**src/rtl/dense_seq_ctrl_if.sv**
```systemverilog
// Bus bundle between the dense-layer sequencer and its surroundings (feature buffer, dense layer, top FSM).
// No latency of its own; pure wiring with master (sequencer) and slave (environment) views.
// No backpressure: every transfer is a strobe or pulse; the dense layer must absorb one input per 2 cycles.
interface dense_seq_ctrl_if #(
   parameter int D          = 64,
   parameter int B          = 7,
   parameter int DATA_WIDTH = 8
);
   localparam int AW = (D > 1) ? $clog2(D) : 1;
   localparam int CW = (B > 1) ? $clog2(B) : 1;

   logic                         start_i;
   logic [AW-1:0]                feat_addr_o;
   logic signed [DATA_WIDTH-1:0] feat_data_i;
   logic                         dense_rstn_o;
   logic                         dense_valid_o;
   logic signed [DATA_WIDTH-1:0] dense_data_o;
   logic                         dense_valid_i;
   logic [DATA_WIDTH*B-1:0]      dense_data_i;
   logic                         busy_o;
   logic                         done_o;
   logic                         error_o;
   logic [CW-1:0]                class_o;
   logic signed [DATA_WIDTH-1:0] score_o;

   modport master (
      input  start_i, feat_data_i, dense_valid_i, dense_data_i,
      output feat_addr_o, dense_rstn_o, dense_valid_o, dense_data_o,
             busy_o, done_o, error_o, class_o, score_o
   );

   modport slave (
      output start_i, feat_data_i, dense_valid_i, dense_data_i,
      input  feat_addr_o, dense_rstn_o, dense_valid_o, dense_data_o,
             busy_o, done_o, error_o, class_o, score_o
   );
endinterface

```
**src/rtl/dense_seq_ctrl.sv**
```systemverilog
// Frame sequencer for one int8 dense layer: clear, stream D features, capture B scores, signed argmax.
// Latency start_i->done_o = 1 + 2*D + (WAIT cycles) + B + 1; all outputs registered.
// No backpressure: start_i is ignored unless idle; a silent dense layer ends the frame via timeout.
module dense_seq_ctrl #(
   parameter int D          = 64,
   parameter int B          = 7,
   parameter int DATA_WIDTH = 8,
   parameter int TIMEOUT    = 32
) (
   input  logic              clk,
   input  logic              rstn,
   dense_seq_ctrl_if.master  bus
);
   localparam int AW = (D > 1) ? $clog2(D) : 1;
   localparam int CW = (B > 1) ? $clog2(B) : 1;
   localparam int TW = (TIMEOUT > 1) ? $clog2(TIMEOUT) : 1;

   typedef enum logic [2:0] {
      S_IDLE,
      S_CLEAR,
      S_FEED,
      S_WAIT,
      S_ARGMAX,
      S_DONE
   } state_t;

   state_t                       state_q;
   state_t                       state_d;

   // feature slot index and phase within the 2-cycle slot
   logic [AW-1:0]                idx_q;
   logic                         phase_q;
   // cycles spent in WAIT
   logic [TW-1:0]                wait_q;
   // class currently being examined by the argmax sweep
   logic [CW-1:0]                cls_q;

   logic signed [DATA_WIDTH-1:0] score_q [B];
   logic signed [DATA_WIDTH-1:0] best_q;
   logic [CW-1:0]                best_idx_q;

   logic                         feed_last;
   logic                         wait_last;
   logic                         argmax_last;
   logic                         timeout;
   logic                         take;
   logic signed [DATA_WIDTH-1:0] cand;
   logic signed [DATA_WIDTH-1:0] best_d;
   logic [CW-1:0]                best_idx_d;

   // Next-state logic plus the argmax compare for the class under examination.
   always_comb begin
      state_d     = state_q;
      feed_last   = phase_q && (idx_q == AW'(D - 1));
      wait_last   = (wait_q == TW'(TIMEOUT - 1));
      argmax_last = (cls_q == CW'(B - 1));
      timeout     = 1'b0;
      cand        = score_q[cls_q];
      // strict greater-than keeps the earlier (lower) index on ties
      take        = (cls_q == '0) || (cand > best_q);
      best_d      = take ? cand  : best_q;
      best_idx_d  = take ? cls_q : best_idx_q;

      unique case (state_q)
         S_IDLE: begin
            if (bus.start_i) state_d = S_CLEAR;
         end
         S_CLEAR: begin
            state_d = S_FEED;
         end
         S_FEED: begin
            if (feed_last) state_d = S_WAIT;
         end
         S_WAIT: begin
            if (bus.dense_valid_i) begin
               state_d = S_ARGMAX;
            end else if (wait_last) begin
               timeout = 1'b1;
               state_d = S_IDLE;
            end
         end
         S_ARGMAX: begin
            if (argmax_last) state_d = S_DONE;
         end
         S_DONE: begin
            state_d = S_IDLE;
         end
         default: begin
            state_d = S_IDLE;
         end
      endcase
   end

   // State register; reset aborts any frame in progress.
   always_ff @(posedge clk or negedge rstn) begin
      if (!rstn) begin
         state_q <= S_IDLE;
      end else begin
         state_q <= state_d;
      end
   end

   // Feature streaming: address in phase 0, buffer data registered to the dense layer after phase 1.
   always_ff @(posedge clk or negedge rstn) begin
      if (!rstn) begin
         idx_q             <= '0;
         phase_q           <= 1'b0;
         bus.feat_addr_o   <= '0;
         bus.dense_valid_o <= 1'b0;
         bus.dense_data_o  <= '0;
      end else begin
         bus.dense_valid_o <= (state_q == S_FEED) && phase_q;
         if ((state_q == S_FEED) && phase_q) begin
            bus.dense_data_o <= bus.feat_data_i;
         end
         case (state_q)
            S_CLEAR: begin
               idx_q           <= '0;
               phase_q         <= 1'b0;
               bus.feat_addr_o <= '0;
            end
            S_FEED: begin
               phase_q <= ~phase_q;
               // index only advances inside the frame; leaving FEED is what ends the sweep
               if (phase_q && !feed_last) begin
                  idx_q           <= idx_q + AW'(1);
                  bus.feat_addr_o <= idx_q + AW'(1);
               end
            end
            default: begin
               phase_q <= 1'b0;
            end
         endcase
      end
   end

   // WAIT cycle counter, restarted whenever the sequencer is elsewhere.
   always_ff @(posedge clk or negedge rstn) begin
      if (!rstn) begin
         wait_q <= '0;
      end else if (state_q == S_WAIT) begin
         wait_q <= wait_q + TW'(1);
      end else begin
         wait_q <= '0;
      end
   end

   // Capture the packed dense results on the result pulse seen in WAIT only.
   always_ff @(posedge clk or negedge rstn) begin
      if (!rstn) begin
         for (int k = 0; k < B; k++) begin
            score_q[k] <= '0;
         end
      end else if ((state_q == S_WAIT) && bus.dense_valid_i) begin
         for (int k = 0; k < B; k++) begin
            score_q[k] <= bus.dense_data_i[k*DATA_WIDTH +: DATA_WIDTH];
         end
      end
   end

   // Argmax sweep: one class per cycle, running best kept in best_q/best_idx_q.
   always_ff @(posedge clk or negedge rstn) begin
      if (!rstn) begin
         cls_q      <= '0;
         best_q     <= '0;
         best_idx_q <= '0;
      end else if (state_q == S_ARGMAX) begin
         cls_q      <= cls_q + CW'(1);
         best_q     <= best_d;
         best_idx_q <= best_idx_d;
      end else begin
         cls_q      <= '0;
      end
   end

   // Registered status outputs derived from the upcoming state.
   always_ff @(posedge clk or negedge rstn) begin
      if (!rstn) begin
         bus.busy_o       <= 1'b0;
         bus.done_o       <= 1'b0;
         bus.dense_rstn_o <= 1'b0;
      end else begin
         bus.busy_o       <= (state_d != S_IDLE);
         bus.done_o       <= (state_d == S_DONE);
         bus.dense_rstn_o <= (state_d != S_CLEAR);
      end
   end

   // Sticky error: raised on WAIT timeout, dropped when a new frame is accepted.
   always_ff @(posedge clk or negedge rstn) begin
      if (!rstn) begin
         bus.error_o <= 1'b0;
      end else if ((state_q == S_IDLE) && bus.start_i) begin
         bus.error_o <= 1'b0;
      end else if (timeout) begin
         bus.error_o <= 1'b1;
      end
   end

   // Result registers update together with done_o and hold until the next one.
   always_ff @(posedge clk or negedge rstn) begin
      if (!rstn) begin
         bus.class_o <= '0;
         bus.score_o <= '0;
      end else if ((state_q == S_ARGMAX) && argmax_last) begin
         bus.class_o <= best_idx_d;
         bus.score_o <= best_d;
      end
   end

endmodule

```
**src/flat_wrapper.sv**
```systemverilog
// flat-port wrapper written by rule: the top's interface ports become plain ports
module dense_seq_ctrl_flat 
#(
   parameter int D          = 64,
   parameter int B          = 7,
   parameter int DATA_WIDTH = 8,
   parameter int TIMEOUT    = 32
)
  (clk, rstn, bus_start_i, bus_feat_data_i, bus_dense_valid_i, bus_dense_data_i, bus_feat_addr_o, bus_dense_rstn_o, bus_dense_valid_o, bus_dense_data_o, bus_busy_o, bus_done_o, bus_error_o, bus_class_o, bus_score_o);
  dense_seq_ctrl_if #(.D(D), .B(B), .DATA_WIDTH(DATA_WIDTH)) bus_i ();
  input  logic clk;
  input  logic rstn;
  input wire logic [$bits(bus_i.start_i)-1:0] bus_start_i;
  input wire logic [$bits(bus_i.feat_data_i)-1:0] bus_feat_data_i;
  input wire logic [$bits(bus_i.dense_valid_i)-1:0] bus_dense_valid_i;
  input wire logic [$bits(bus_i.dense_data_i)-1:0] bus_dense_data_i;
  output wire logic [$bits(bus_i.feat_addr_o)-1:0] bus_feat_addr_o;
  output wire logic [$bits(bus_i.dense_rstn_o)-1:0] bus_dense_rstn_o;
  output wire logic [$bits(bus_i.dense_valid_o)-1:0] bus_dense_valid_o;
  output wire logic [$bits(bus_i.dense_data_o)-1:0] bus_dense_data_o;
  output wire logic [$bits(bus_i.busy_o)-1:0] bus_busy_o;
  output wire logic [$bits(bus_i.done_o)-1:0] bus_done_o;
  output wire logic [$bits(bus_i.error_o)-1:0] bus_error_o;
  output wire logic [$bits(bus_i.class_o)-1:0] bus_class_o;
  output wire logic [$bits(bus_i.score_o)-1:0] bus_score_o;
  assign bus_i.start_i = bus_start_i;
  assign bus_i.feat_data_i = bus_feat_data_i;
  assign bus_i.dense_valid_i = bus_dense_valid_i;
  assign bus_i.dense_data_i = bus_dense_data_i;
  assign bus_feat_addr_o = bus_i.feat_addr_o;
  assign bus_dense_rstn_o = bus_i.dense_rstn_o;
  assign bus_dense_valid_o = bus_i.dense_valid_o;
  assign bus_dense_data_o = bus_i.dense_data_o;
  assign bus_busy_o = bus_i.busy_o;
  assign bus_done_o = bus_i.done_o;
  assign bus_error_o = bus_i.error_o;
  assign bus_class_o = bus_i.class_o;
  assign bus_score_o = bus_i.score_o;
  dense_seq_ctrl #(.D(D), .B(B), .DATA_WIDTH(DATA_WIDTH), .TIMEOUT(TIMEOUT)) u_core (.clk(clk), .rstn(rstn), .bus(bus_i));
endmodule
```
**config.mk**
```make
export PLATFORM = sky130hd
export DESIGN_NAME = dense_seq_ctrl_flat
export DESIGN_NICKNAME = d
export VERILOG_FILES = /design/src/rtl/dense_seq_ctrl_if.sv /design/src/rtl/dense_seq_ctrl.sv /design/src/flat_wrapper.sv
export SDC_FILE = /design/constraint.sdc
export NUM_CORES = 1
export LEC_CHECK = 0
export ABC_AREA = 1
export BUFFER_PORTS_ARGS = -buffer_cell sky130_fd_sc_hd__buf_2
export CORE_MARGIN = 10
export CORE_UTILIZATION = 56
export CTS_CLUSTER_SIZE = 40
export DETAILED_ROUTE_END_ITERATION = 10
export PLACE_DENSITY = 0.85
export SYNTH_ARGS = -nofsm -noshare
export SYNTH_HDL_FRONTEND = slang
export SYNTH_SLANG_ARGS = --single-unit
```
**constraint.sdc**
```tcl
create_clock -name clk -period 3.47 [get_ports clk]
set_input_delay 0.5205 -clock clk [delete_from_list [all_inputs] [get_ports clk]]
set_output_delay 0.5205 -clock clk [all_outputs]
set_load 0.1 [all_outputs]
```
; Word-level counts from Yosys, hierarchy flattened
; Cells that the tools add are included.
[totals]
ff_bits = 109
input_bits = 68
[classes]
n_reduce_logical = 14
n_bitwise = 2
order_cmp = 2
eq_ne = 10
add_sub_neg = 3
mux = 21
[op_table]
columns = op, n
row1 = 8-bit binary-select mux with 3-bit select, 1
row2 = 8-bit 2-to-1 mux, 3
row3 = 3-bit 2-to-1 mux, 7
row4 = 3-bit one-hot mux with 5 select lines, 1
row5 = 6-bit one-hot mux with 2 select lines, 1
row6 = 3-bit equality test (second input constant), 3
row7 = 8-bit > comparator, 1
row8 = 6-bit by 1-bit adder with 6-bit output (second input constant), 1
row9 = 3-bit by 2-bit equality test with 1-bit output (second input constant), 2
row10 = 6-bit equality test (second input constant), 1
row11 = 1-bit logical AND, 6
row12 = 3-bit logical NOT, 2
row13 = 1-bit 2-to-1 mux, 6
row14 = 6-bit 2-to-1 mux, 1
row15 = 5-bit by 1-bit adder with 5-bit output (second input constant), 1
row16 = 5-bit equality test (second input constant), 1
row17 = 5-bit 2-to-1 mux, 1
row18 = 4-bit greater-or-equal comparator (second input constant), 1
row19 = 3-bit NOT with 4-bit output, 1
row20 = 2-bit nonzero test, 2
row21 = 3-bit by 1-bit adder with 3-bit output (second input constant), 1
row22 = 3-bit by 1-bit equality test with 1-bit output (second input constant), 1
row23 = 3-bit by 1-bit != test with 1-bit output (second input constant), 1
row24 = 3-bit nonzero test, 1
row25 = other kinds (5), 5

; Logic depth before layout (Yosys ltp)
; Gate-level depths: netlist (run 1).
[logic_depth]
ltp_word = 7
ltp_mapped = 21
depth_no_buf = 20

; Least setup slack after synthesis (run 1)
; OpenSTA, ideal clock, no wires.
[synth_path]
path_type = register to register
start = register u_core.cls_q[0]
end = register u_core.bus.class_o[0] in the netlist's numbering
required_time_ns = 3.350
slack_ns = 0.948
period_less_slack_ns = 2.522
arrival_ns = 2.403
path_stages_with_launch = 18
path_cell_list = dfrtp_1 > buf_4 > clkbuf_1 > o21ai_0 > o21ai_0 > nand2_1 > a21boi_1 > inv_1 > ha_1 > inv_1 > or2_2 > nor2_1 > a21oi_1 > nand2_1 > buf_2 > nand3_1 > nand3_1 > nand2_1
[synth_via]
elab_chain_len = 7
word_cells_on_any_way = 10
classes_between = order compare (1) / eq/ne (1) / mux (4) / bitwise (1) / reduce/logical (3)
[synth_rtl]
columns = element, line_no
row1 = from (decl), dense_seq_ctrl.sv:36  ; logic [CW-1:0] cls_q;
row2 = from (signal assigned), dense_seq_ctrl.sv:168  ; cls_q <= cls_q + CW'(1);
row3 = 3-bit NOT with 4-bit output (implied by the code), dense_seq_ctrl.sv:58  ; cand = score_q[cls_q];
row4 = 8-bit binary-select mux with 3-bit select, dense_seq_ctrl.sv:58
row5 = 8-bit 2-to-1 mux (implied by the code) (2 in a row), dense_seq_ctrl.sv:58
row6 = 8-bit > comparator, dense_seq_ctrl.sv:60  ; take = (cls_q == '0) || (cand > best_q);
row7 = 1-bit logical OR, dense_seq_ctrl.sv:60
row8 = 3-bit 2-to-1 mux, dense_seq_ctrl.sv:62  ; best_idx_d = take ? cls_q : best_idx_q;
row9 = to (signal assigned), dense_seq_ctrl.sv:206  ; bus.class_o <= best_idx_d;
row10 = to (decl), dense_seq_ctrl_if.sv:29  ; busy_o, done_o, error_o, class_o, score_o
; Parallel ways exist; a longest one is shown, timed or not. The select of a mux whose other input is x is not followed.
; A chain may end at the register's enable or synchronous reset.

; Final worst setup path (run 1)
[layout_path]
start = register u_core.cls_q[1]
end = register u_core.bus.class_o[1] in the netlist's numbering
; The elaborated chain is that of the path after synthesis.

==> out/metrics.yaml, run 1 <==
global_route:
  met1_usage_pct: 22.8
  gr-usage-met3_pct: 4.01
  grt_pass1_wl_um: 19600
  grt_overflow_total: 0
  busiest_layer: "met2"
  grt_use_total_pct: 17.9
  grt_pass1_vias: 4031
  grt_max_degree: 65
  antenna_found_initial: 0
  met2_usage_pct: 30.0
sta:
  setup_viol: 0
  setup_tns_ps: 0
  worst_slew_pin_slew_ps: 605
  fin_crit_sh_pct: 88.5
  skew_ps: 21.1
  hold_viol_final: 0
  fin_crit_ps: 3070
  maxSlewHeadroom_pct: 59.6
  slew_viol_final: 0
  setup_slack_ps: 400
  rsz0062_at_grt: "false"
  clock.fmax_mhz: 326
yosys:
  synth-seq-cells: 109
  synth_top_cell_area_share_pct: 52.3
  ys_seq_area_share_pct: 52.3
  synth_area_sq_mm: 0.00522
  ys_top_cells_by_area: "dfrtp_1 (52%), nand2_1 (9.0%), mux2_4 (8.6%)"
  synth.most_common_cell: "nand2_1"
  synth_area_per_cell_sq_um: 9.88
  synth_flop_cell: "dfrtp_1"
  synth_common_cells: "nand2_1 (125), dfrtp_1 (109), inv_1 (43), nand3_1 (39), nor2_1 (39)"
  synth_nets: 610
  yosysTopAreaCell: "dfrtp_1"
  yosys_warnings: 0
  synth.distinct_cells: 31
  synth_cells: 528
  synth_edf_count: 0
  async_reset_ff_share_pct: 100
clocking:
  numCtsBuffers: 9
  root_buffer: "clkbuf_8"
  htree_levels: 3
  clkLatencyLatePin_ps: 380
  cts.clk_slew.worst_paths_ps: 110
  cts.sink_count: 109
  cts_setup_buffers: 0
  cts_tree: "built"
  cts_buffer_depth: 2
routing:
  ant_nets: 0
  routedWlPerCell_um: 16.2
  via_per_inst: 5.41
  drcViolationCount: 0
  num_vias: 3988
  drt_wl_total_um: 11900
  drt_iter0_drc: 206
  drtPass1Iterations: 5
job:
  maxCapViolCount: 0
final_layout:
  finalNetCount: 703
  antennaDiodeCount: 0
  syn_to_final_growth_pct: 15.1
  drive_gt1_share_pct: 29.7
  fillers: 710
  multi_input_area_sq_mm: 0.00220
  regArea_sq_mm: 0.00273
power:
  power_leakage_nw: 3.22
  cellPowerDensity_mw_per_mm2: 855
  ir_drop_uv: 415
hold_path:
  hold_path.class: "primary input to asynchronous set/reset pin"
place:
  gp_congestion: 0.882
  dp_slack_ps: 353
  place_hpwl_um: 8770
  port_buffers: 97
die:
  die-area_sq_mm: 0.0136
  initial_utilization_pct: 57.0
  die_w_um: 117
  die_h_um: 117
  rows: 35
  ioPinCount: 98
  fp.coreArea_sq_mm: 0.00915
setup_path:
  cp_data_arrival_time_ps: 3330
  cpMostUsedCell: "nand2_1"
  critPathMaxFanout: 19
  startpoint: "u_core.cls_q[1]"
  rr_startpoint: "u_core.cls_q[1]"
  criticalPathCategory: "flip-flop to flip-flop"
  cp_cell_sequence: "inv_4 -> nor2_2 -> nand2_1 -> o21ai_0 -> nand2_1 -> a21boi_1 -> inv_1 -> ha_1 -> nand2_1 -> inv_1 -> nand2_1 -> nand2_1 -> nor2_1 -> a21oi_1 -> nand2_1 -> nand2_1 -> nand2_1 -> nand3_1 -> nand2_1"
  worst_path_max_delay_cell: "dfrtp_1"
  crit_buf_inv: 3
  cp_top_family: "simple AND/OR/NAND/NOR gates"
  start_kind: "flip-flop"
  worst-endpoint-required_ps: 3730
  end_kind: "flip-flop"
  max_stage_delay_ps: 540
status:
  status: "complete, no violations"
-- logic make-up (layout without fill, tap and decap cells) --
logic type               Yosys count  after routing  share of synthesized area [%]
buffers and inverters             66            164                           5.54
multiplexers                      56             56                           14.3
adder cells (fa/ha/maj)           14             14                           3.36
XOR/XNOR                           1              1                          0.168
AND/OR/NAND/NOR                  218            218                           17.5
flip-flops                       109            109                           52.3
AO/OA/AOI/OAI                     64             64                           6.84
-- worst paths after layout --
path,end,slack [ps],cells past startpoint
worst max-delay path,u_core.bus.class_o[1],400,19
worst min-delay path,u_core.bus.feat_addr_o[1],140,1
worst max register to register,u_core.bus.class_o[1],400,19
worst min register to register,u_core.phase_q,430,1
max in group asynchronous,u_core.cls_q[0],2550,2
min in group clk,u_core.bus.dense_data_o[5],360,3
-- per-layer routing --
metal,share of wire [%],wire (um)
met2,49,5800
met4,1.4,172
met1,43,5120
met5,0,0
met3,7.0,835
-- worst reg2reg max path: stages (launching register included) --
cell,delay [ps]
dfrtp_1,540
inv_4,230
nor2_2,120
nand2_1,80
o21ai_0,110
nand2_1,70
a21boi_1,240
inv_1,70
ha_1,270
nand2_1,70
inv_1,60
nand2_1,50
nand2_1,70
nor2_1,50
a21oi_1,210
nand2_1,110
nand2_1,310
nand2_1,150
nand3_1,100
nand2_1,60
-- power breakdown --
| part | total [W] | internal (W) | leakage, nW | switching (W) |
|---|---|---|---|---|
| clock network | 0.000822 | 0.000352 | 0.105 | 0.000470 |
| registers | 0.00204 | 0.00173 | 1.38 | 0.000304 |
| logic | 0.00227 | 0.000849 | 1.74 | 0.00143 |
-- repair_timing --
item                                    4_1_cts  5_1_grt
hold buffers                                  0        0
endpoints found under the setup margin        0       20
endpoints found under the hold margin         0        0
gates resized for setup                       0        3
-- area by class of cell --
type	instances	area share [%]
multi-input combinational	353	36.7
tap	111	2.31
clock inverter	7	1.44
inverter	46	2.92
sequential	109	45.4
clock buffer	9	2.06
timing repair buffer	102	9.17
-- layout by cell type, fill, tap and decap left out, drive strengths merged, types with 7 or more instances in the layout --
master / n
inv: 51
o22ai: 7
nand2: 126
mux2: 56
a21oi: 10
a21boi: 7
dfrtp: 109
buf: 102
nand3: 40
nor2: 41
o21ai: 38
ha: 14
clkbuf: 9
-- registers in the layout, summed over array words and instances (netlist names), 3 cells and up --
name and cells:
u_core.score_q 56, u_core.bus.dense_data_o 8, u_core.best_q 8, u_core.bus.score_o 8
u_core.bus.feat_addr_o 6, u_core.cls_q 3, u_core.best_idx_q 3, u_core.wait_q 5
u_core.state_q 3, u_core.bus.class_o 3
-- metrics by stage --
stage | hold WS (ps) | instances | area (sq um) | util, % | power (W)
final | 142 | 737 | 6000 | 65.6 | 0.00513
after global routing | 190 | 737 | 6000 | 65.6 | 0.00546
after CTS | 177 | 737 | 6000 | 65.6 | 0.00513
after detailed placement | 418 | 721 | 5790 | 63.3 | 0.00432
after global placement | 415 | 721 | 5790 | 63.3 | 0.00421
after floorplan | 225 | 528 | 5220 | - | 0.00377
(Power assumes the default switching activity.)
==> run 2: changes to the inputs <==
--- a/config.mk
+++ b/config.mk
@@ -7,11 +7,13 @@
 export LEC_CHECK = 0
 export ABC_AREA = 1
 export BUFFER_PORTS_ARGS = -buffer_cell sky130_fd_sc_hd__buf_2
+export CELL_PAD_IN_SITES_DETAIL_PLACEMENT = 1
+export CELL_PAD_IN_SITES_GLOBAL_PLACEMENT = 1
 export CORE_MARGIN = 10
-export CORE_UTILIZATION = 56
+export CORE_UTILIZATION = 38
 export CTS_CLUSTER_SIZE = 40
 export DETAILED_ROUTE_END_ITERATION = 10
-export PLACE_DENSITY = 0.85
+export PLACE_DENSITY = 0.8
 export SYNTH_ARGS = -nofsm -noshare
 export SYNTH_HDL_FRONTEND = slang
 export SYNTH_SLANG_ARGS = --single-unit
==> constraint.sdc (replaced) <==
create_clock -name clk -period 2.76 [get_ports clk]
set_input_delay 0.414 -clock clk [delete_from_list [all_inputs] [get_ports clk]]
set_output_delay 0.414 -clock clk [all_outputs]
set_load 0.1 [all_outputs]
==> out/metrics.yaml, run 2 (synthesis results as in run 1) <==
final_layout:
  final_cell_mix: "dfrtp_1 (108), buf_2 (96), nand2_1 (94)"
  syn_to_final_growth_pct: 31.7
  drive_gt1_share_pct: 44.6  # +15 points
  antennaDiodeCount: 0  # unchanged
  stdcell_count: 828  # +12%
  final_util_pct: 51.4  # -14 points
  largest_reg_flops: 56  # unchanged
  final_common_cell: "dfrtp_1"
  final_area_sq_mm: 0.00687  # +14%
  regMostFlops: "u_core.score_q"
  finalNetCount: 729  # +3.7%
clocking:
  cts_buffer_depth: 2  # unchanged
  clkLatencyLatePin_ps: 360  # -20 ps
  cts.sink_count: 109  # unchanged
  numCtsBuffers: 9  # unchanged
  cts.clk_slew.worst_paths_ps: 70  # -40 ps
  root_buffer: "clkbuf_16"
  cts_tree: "built"
  postCtsHoldBufs: 0  # unchanged
  htree_levels: 3  # unchanged
die:
  fp.coreArea_sq_mm: 0.0133  # +46%
  initial_utilization_pct: 39.1  # -18 points
  die_h_um: 137  # +18%
  ioPinCount: 98  # unchanged
  rows: 42  # +20%
  die-area_sq_mm: 0.0188  # +39%
  die_w_um: 137  # +18%
sta:
  worst_slew_pin_slew_ps: 638  # +32.8 ps
  slew_viol_final: 0  # unchanged
  setup_tns_ps: 0  # unchanged
  skew_ps: 6.18  # -14.9 ps
  fin_crit_sh_pct: 99.6  # +11 points
  hold_viol_final: 0  # unchanged
  fin_crit_ps: 2750  # -321 ps
  maxSlewHeadroom_pct: 57.5  # -2.2 points
  setup_viol: 0  # unchanged
  clock.fmax_mhz: 364  # +12%
  rsz0062_at_grt: "true"
power:
  total_power_w: 0.00795  # +55%
  cellPowerDensity_mw_per_mm2: 1160  # +35%
  ir_drop_uv: 438  # +5.5%
  power_leakage_nw: 3.53  # +9.5%
place:
  dpl_cell_area_sq_mm: 0.00602  # +4.0%
  place_hpwl_um: 10500  # +20%
  port_buffers: 97  # unchanged
  dpl.cell_count: 799  # +11%
  gp_congestion: 0.844  # -4.3%
setup_path:
  rr_startpoint: "u_core.cls_q[0]"
  startpoint: "u_core.cls_q[0]"
  end_kind: "flip-flop"
  critPathMaxFanout: 24  # +5
  start_kind: "flip-flop"
  worst-endpoint-required_ps: 3000  # -730 ps
  cp_data_arrival_time_ps: 2990  # -340 ps
  criticalPathCategory: "flip-flop to flip-flop"
global_route:
  grt_use_total_pct: 15.8  # -2.1 points
  antenna_found_initial: 0  # unchanged
  grt_overflow_total: 0  # unchanged
  grt_pass1_wl_um: 23500  # +20%
  grt_max_degree: 48  # -26%
  grt_pass1_vias: 4750  # +18%
routing:
  num_vias: 4166  # +4.5%
  drtPass1Iterations: 4  # -1
  drcViolationCount: 0  # unchanged
  drt_iter0_drc: 202  # -1.9%
  ant_nets: 0  # unchanged
  drt_wl_total_um: 15400  # +29%
  via_per_inst: 5.03  # -7.0%
  routedWlPerCell_um: 18.5  # +15%
status:
  status: "complete, no violations"
hold_path:
  hold_path.class: "primary input to asynchronous set/reset pin"
job:
  maxCapViolCount: 0  # unchanged
## run 2: timing repair
item | CTS | global route
pin swaps | 2 | 39
resized for setup | 14 | 109
setup endpoints to repair | 22 | 22
cloned | 0 | 2
setup buffers | 1 | 10
## run 2: final cells by class
cell class / count / area, sq um
inverters: 46 / 179
fillers: 1506 / 6480
well taps: 176 / 220
clock buffers: 11 / 253
clock inverters: 5 / 58.8
multi-input cells: 353 / 2600
repair buffers: 128 / 828
flip-flops and latches: 109 / 2730
## run 2: worst paths after layout
path	end	slack [ps]	depth (start not counted)
max	u_core.best_q[3]	10	19
min	u_core.bus.feat_addr_o[3]	70	1
max reg2reg	u_core.best_q[3]	10	19
min reg2reg	u_core.phase_q	430	1
max in group asynchronous	u_core.best_q[6]	1900	2
min in group clk	u_core.bus.dense_data_o[3]	260	3
## run 2: stage by stage
stage | worst slack (ps) | hold slack (ps)
2_1_floorplan | 238 | 118
3_3_place_gp | 59.7 | 415
3_5_place_dp | -67.2 | 428
4_1_cts | 29.6 | 90.8
5_1_grt | -118 | 124
6_report | 11.3 | 66.6
## run 2: worst max-delay path, cell delays in order (launching register included)
cell	delay (ps)
dfrtp_2	420
inv_2	70
buf_12	160
nor2_1	160
o22ai_2	180
a21boi_4	210
inv_1	60
ha_1	290
nand2_2	50
inv_2	60
nand2_2	50
nand2_2	80
nand2_4	60
a21oi_4	190
nand2_4	90
nand2_4	100
buf_12	140
nand2_2	60
nand3_1	100
nand2_1	70
## run 2: power breakdown
| part | internal, W | total (W) | leakage, nW | switching [W] |
|---|---|---|---|---|
| registers | 0.00219 | 0.00259 | 1.38 | 0.000405 |
| logic | 0.00164 | 0.00401 | 2.00 | 0.00237 |
| clock network | 0.000753 | 0.00135 | 0.148 | 0.000599 |
## run 2: routing by layer
layer / vias up / part of all wire, % / track usage (%)
met5: - / 0 / 0
met4: 0 / 2.4 / 5.04
met3: 23 / 5.8 / 5.06
met2: 101 / 50 / 27.6
met1: 2074 / 42 / 17.8
li1: 1968 / - / -
==> run 3: changes to the inputs <==
--- a/config.mk
+++ b/config.mk
@@ -14,6 +14,7 @@
 export CTS_CLUSTER_SIZE = 40
 export DETAILED_ROUTE_END_ITERATION = 10
 export PLACE_DENSITY = 0.8
+export REMOVE_ABC_BUFFERS = 1
 export SYNTH_ARGS = -nofsm -noshare
 export SYNTH_HDL_FRONTEND = slang
 export SYNTH_SLANG_ARGS = --single-unit
==> out/metrics.yaml, run 3 (synthesis results as in run 1) <==
die:
  die-area_sq_mm: 0.0188  # unchanged
  rows: 42  # unchanged
  ioPinCount: 98  # unchanged
  initial_utilization_pct: 39.1  # unchanged
  die_h_um: 137  # unchanged
  die_w_um: 137  # unchanged
  fp.coreArea_sq_mm: 0.0133  # unchanged
final_layout:
  finalNetCount: 729  # unchanged
  syn_to_final_growth_pct: 27.1
  drive_gt1_share_pct: 39.0  # -5.7 points
  largest_reg_flops: 56  # unchanged
  antennaDiodeCount: 0  # unchanged
  final_common_cell: "nand2_1"
  fillers: 1533  # +1.8%
  final_cell_mix: "nand2_1 (117), dfrtp_1 (108), buf_2 (96)"
  regMostFlops: "u_core.score_q"
routing:
  num_vias: 4190  # +0.58%
  drcViolationCount: 0  # unchanged
  drt_wl_total_um: 14900  # -2.8%
  ant_nets: 0  # unchanged
  drtPass1Iterations: 4  # unchanged
  routedWlPerCell_um: 18.0  # -2.8%
  via_per_inst: 5.06  # +0.58%
  drt_iter0_drc: 177  # -12%
place:
  gp_congestion: 0.825  # -2.2%
  port_buffers: 97  # unchanged
  place_hpwl_um: 10400  # -1.2%
  dp_slack_ps: -72.6  # -5.40 ps
hold_path:
  hold_path.class: "primary input to asynchronous set/reset pin"
global_route:
  grt_use_total_pct: 15.3  # -0.51 points
  gr-usage-met3_pct: 3.67  # -1.4 points
  antenna_found_initial: 0  # unchanged
  busiest_layer: "met2"
  met1_usage_pct: 18.4  # +0.55 points
  met2_usage_pct: 26.0  # -1.6 points
  grt_max_degree: 63  # +31%
  grt_overflow_total: 0  # unchanged
  grt_pass1_wl_um: 23000  # -1.8%
  grt_pass1_vias: 4683  # -1.4%
clocking:
  cts.sink_count: 109  # unchanged
  numCtsBuffers: 9  # unchanged
  postCtsHoldBufs: 0  # unchanged
  cts.clk_slew.worst_paths_ps: 70  # about the same
  clkLatencyLatePin_ps: 360  # about the same
  htree_levels: 3  # unchanged
  cts_buffer_depth: 2  # unchanged
  root_buffer: "clkbuf_16"
  cts_tree: "built"
setup_path:
  start_kind: "flip-flop"
  critPathMaxFanout: 17  # -29%
  cp_data_arrival_time_ps: 3040  # +50 ps
  reg2reg_slack_ps: -40  # -50 ps
  worst-endpoint-required_ps: 3000  # about the same
  end_kind: "flip-flop"
  criticalPathCategory: "flip-flop to flip-flop"
sta:
  worst_slew_pin_slew_ps: 935  # +297 ps
  fin_crit_sh_pct: 101  # +1.8 points
  maxSlewHeadroom_pct: 37.5  # -20 points
  rsz0062_at_grt: "true"
  fin_hold_ws_ps: 73.3  # +6.72 ps
  slew_viol_final: 0  # unchanged
  setup_viol: 13  # +13
  skew_ps: 9.70  # +3.52 ps
  setup_tns_ps: -190  # -190 ps
  setup_slack_ps: -39.6  # -50.9 ps
  hold_viol_final: 0  # unchanged
  fin_crit_ps: 2800  # +50.9 ps
  clock.fmax_mhz: 357  # -1.8%
job:
  maxCapViolCount: 0  # unchanged
status:
  violations: "setup timing"
  status: "complete, but fails checks"
power:
  ir_drop_uv: 452  # +3.2%
  cellPowerDensity_mw_per_mm2: 1110  # -4.3%
  power_leakage_nw: 3.48  # -1.5%
==> run 3: changes by cell type in the layout (fill, tap and decap cells not counted), sizes merged <==
cell,change
bufinv,-1
clkinvlp,-2
clkinv,-1
clkbuf,+3
inv,+1
==> run 3: worst paths after layout <==
| path | endpoint | cells past startpoint | startpoint |
|---|---|---|---|
| max | u_core.bus.score_o[0] | 19 | u_core.cls_q[0] |
| min | u_core.bus.feat_addr_o[0] | 1 | rstn |
| max reg2reg | u_core.bus.score_o[0] | 19 | u_core.cls_q[0] |
| min reg2reg | u_core.phase_q | 1 | u_core.phase_q |
| max in group asynchronous | u_core.cls_q[0] | 2 | rstn |
| min in group clk | u_core.bus.dense_data_o[2] | 3 | bus_feat_data_i[2] |
==> run 3: cell type report <==
cell class | instances | area [sq um] | share of cell area [%]
sequential | 109 | 2730 | 41.2
multi-input combinational | 353 | 2410 | 36.3
timing repair buffer | 128 | 795 | 12.0
clock buffer | 14 | 284 | 4.28
tap | 176 | 220 | 3.32
inverter | 46 | 179 | 2.70
clock inverter | 2 | 13.8 | 0.208
==> run 3: routing by layer <==
metal | routed length [um] | part of all wire, % | vias to the layer above
li1 | - | - | 1976
met1 | 6390 | 43 | 2090
met2 | 7460 | 50 | 101
met3 | 713 | 4.8 | 23
met4 | 353 | 2.4 | 0
met5 | 0 | 0 | -
==> run 3: where the power goes <==
| group | total (W) | internal [W] | switching [W] | leakage, nW |
|---|---|---|---|---|
| sequential | 0.00260 | 0.00219 | 0.000413 | 1.38 |
| combinational | 0.00345 | 0.00136 | 0.00208 | 1.95 |
| clock | 0.00130 | 0.000714 | 0.000588 | 0.149 |
| total | 0.00735 | 0.00426 | 0.00308 | 3.48 |
==> run 3: timing repair <==
item                                    CTS  global route
pin swaps                                 1            17
buffers inserted                          2             4
gates cloned                              0             1
resized for setup                         6            79
endpoints found under the setup margin   22            22
==> run 3: critical path: stages, from the launching register on <==
cell and delay (ps):
dfrtp_2 480, buf_12 180, o21ai_1 260, o22ai_2 140, a21boi_4 160, inv_1 70, ha_1 280, nand2_2 100
inv_1 70, nand2_1 90, nand2_2 80, inv_1 70, nand2_1 70, nand2_2 80, nand2_2 80, nand2_2 90
buf_6 130, nand2_1 60, nand3_1 100, nand2_1 70
==> run 3: metrics by stage <==
step,std cells,area [sq um],utilization [%],total power (W)
after floorplan,508,5100,-,0.00470
after global placement,805,6010,45.1,0.00535
after detailed placement,805,6010,45.1,0.00555
after CTS,823,6340,47.5,0.00692
after global routing,828,6630,49.7,0.00782
final,828,6630,49.7,0.00735
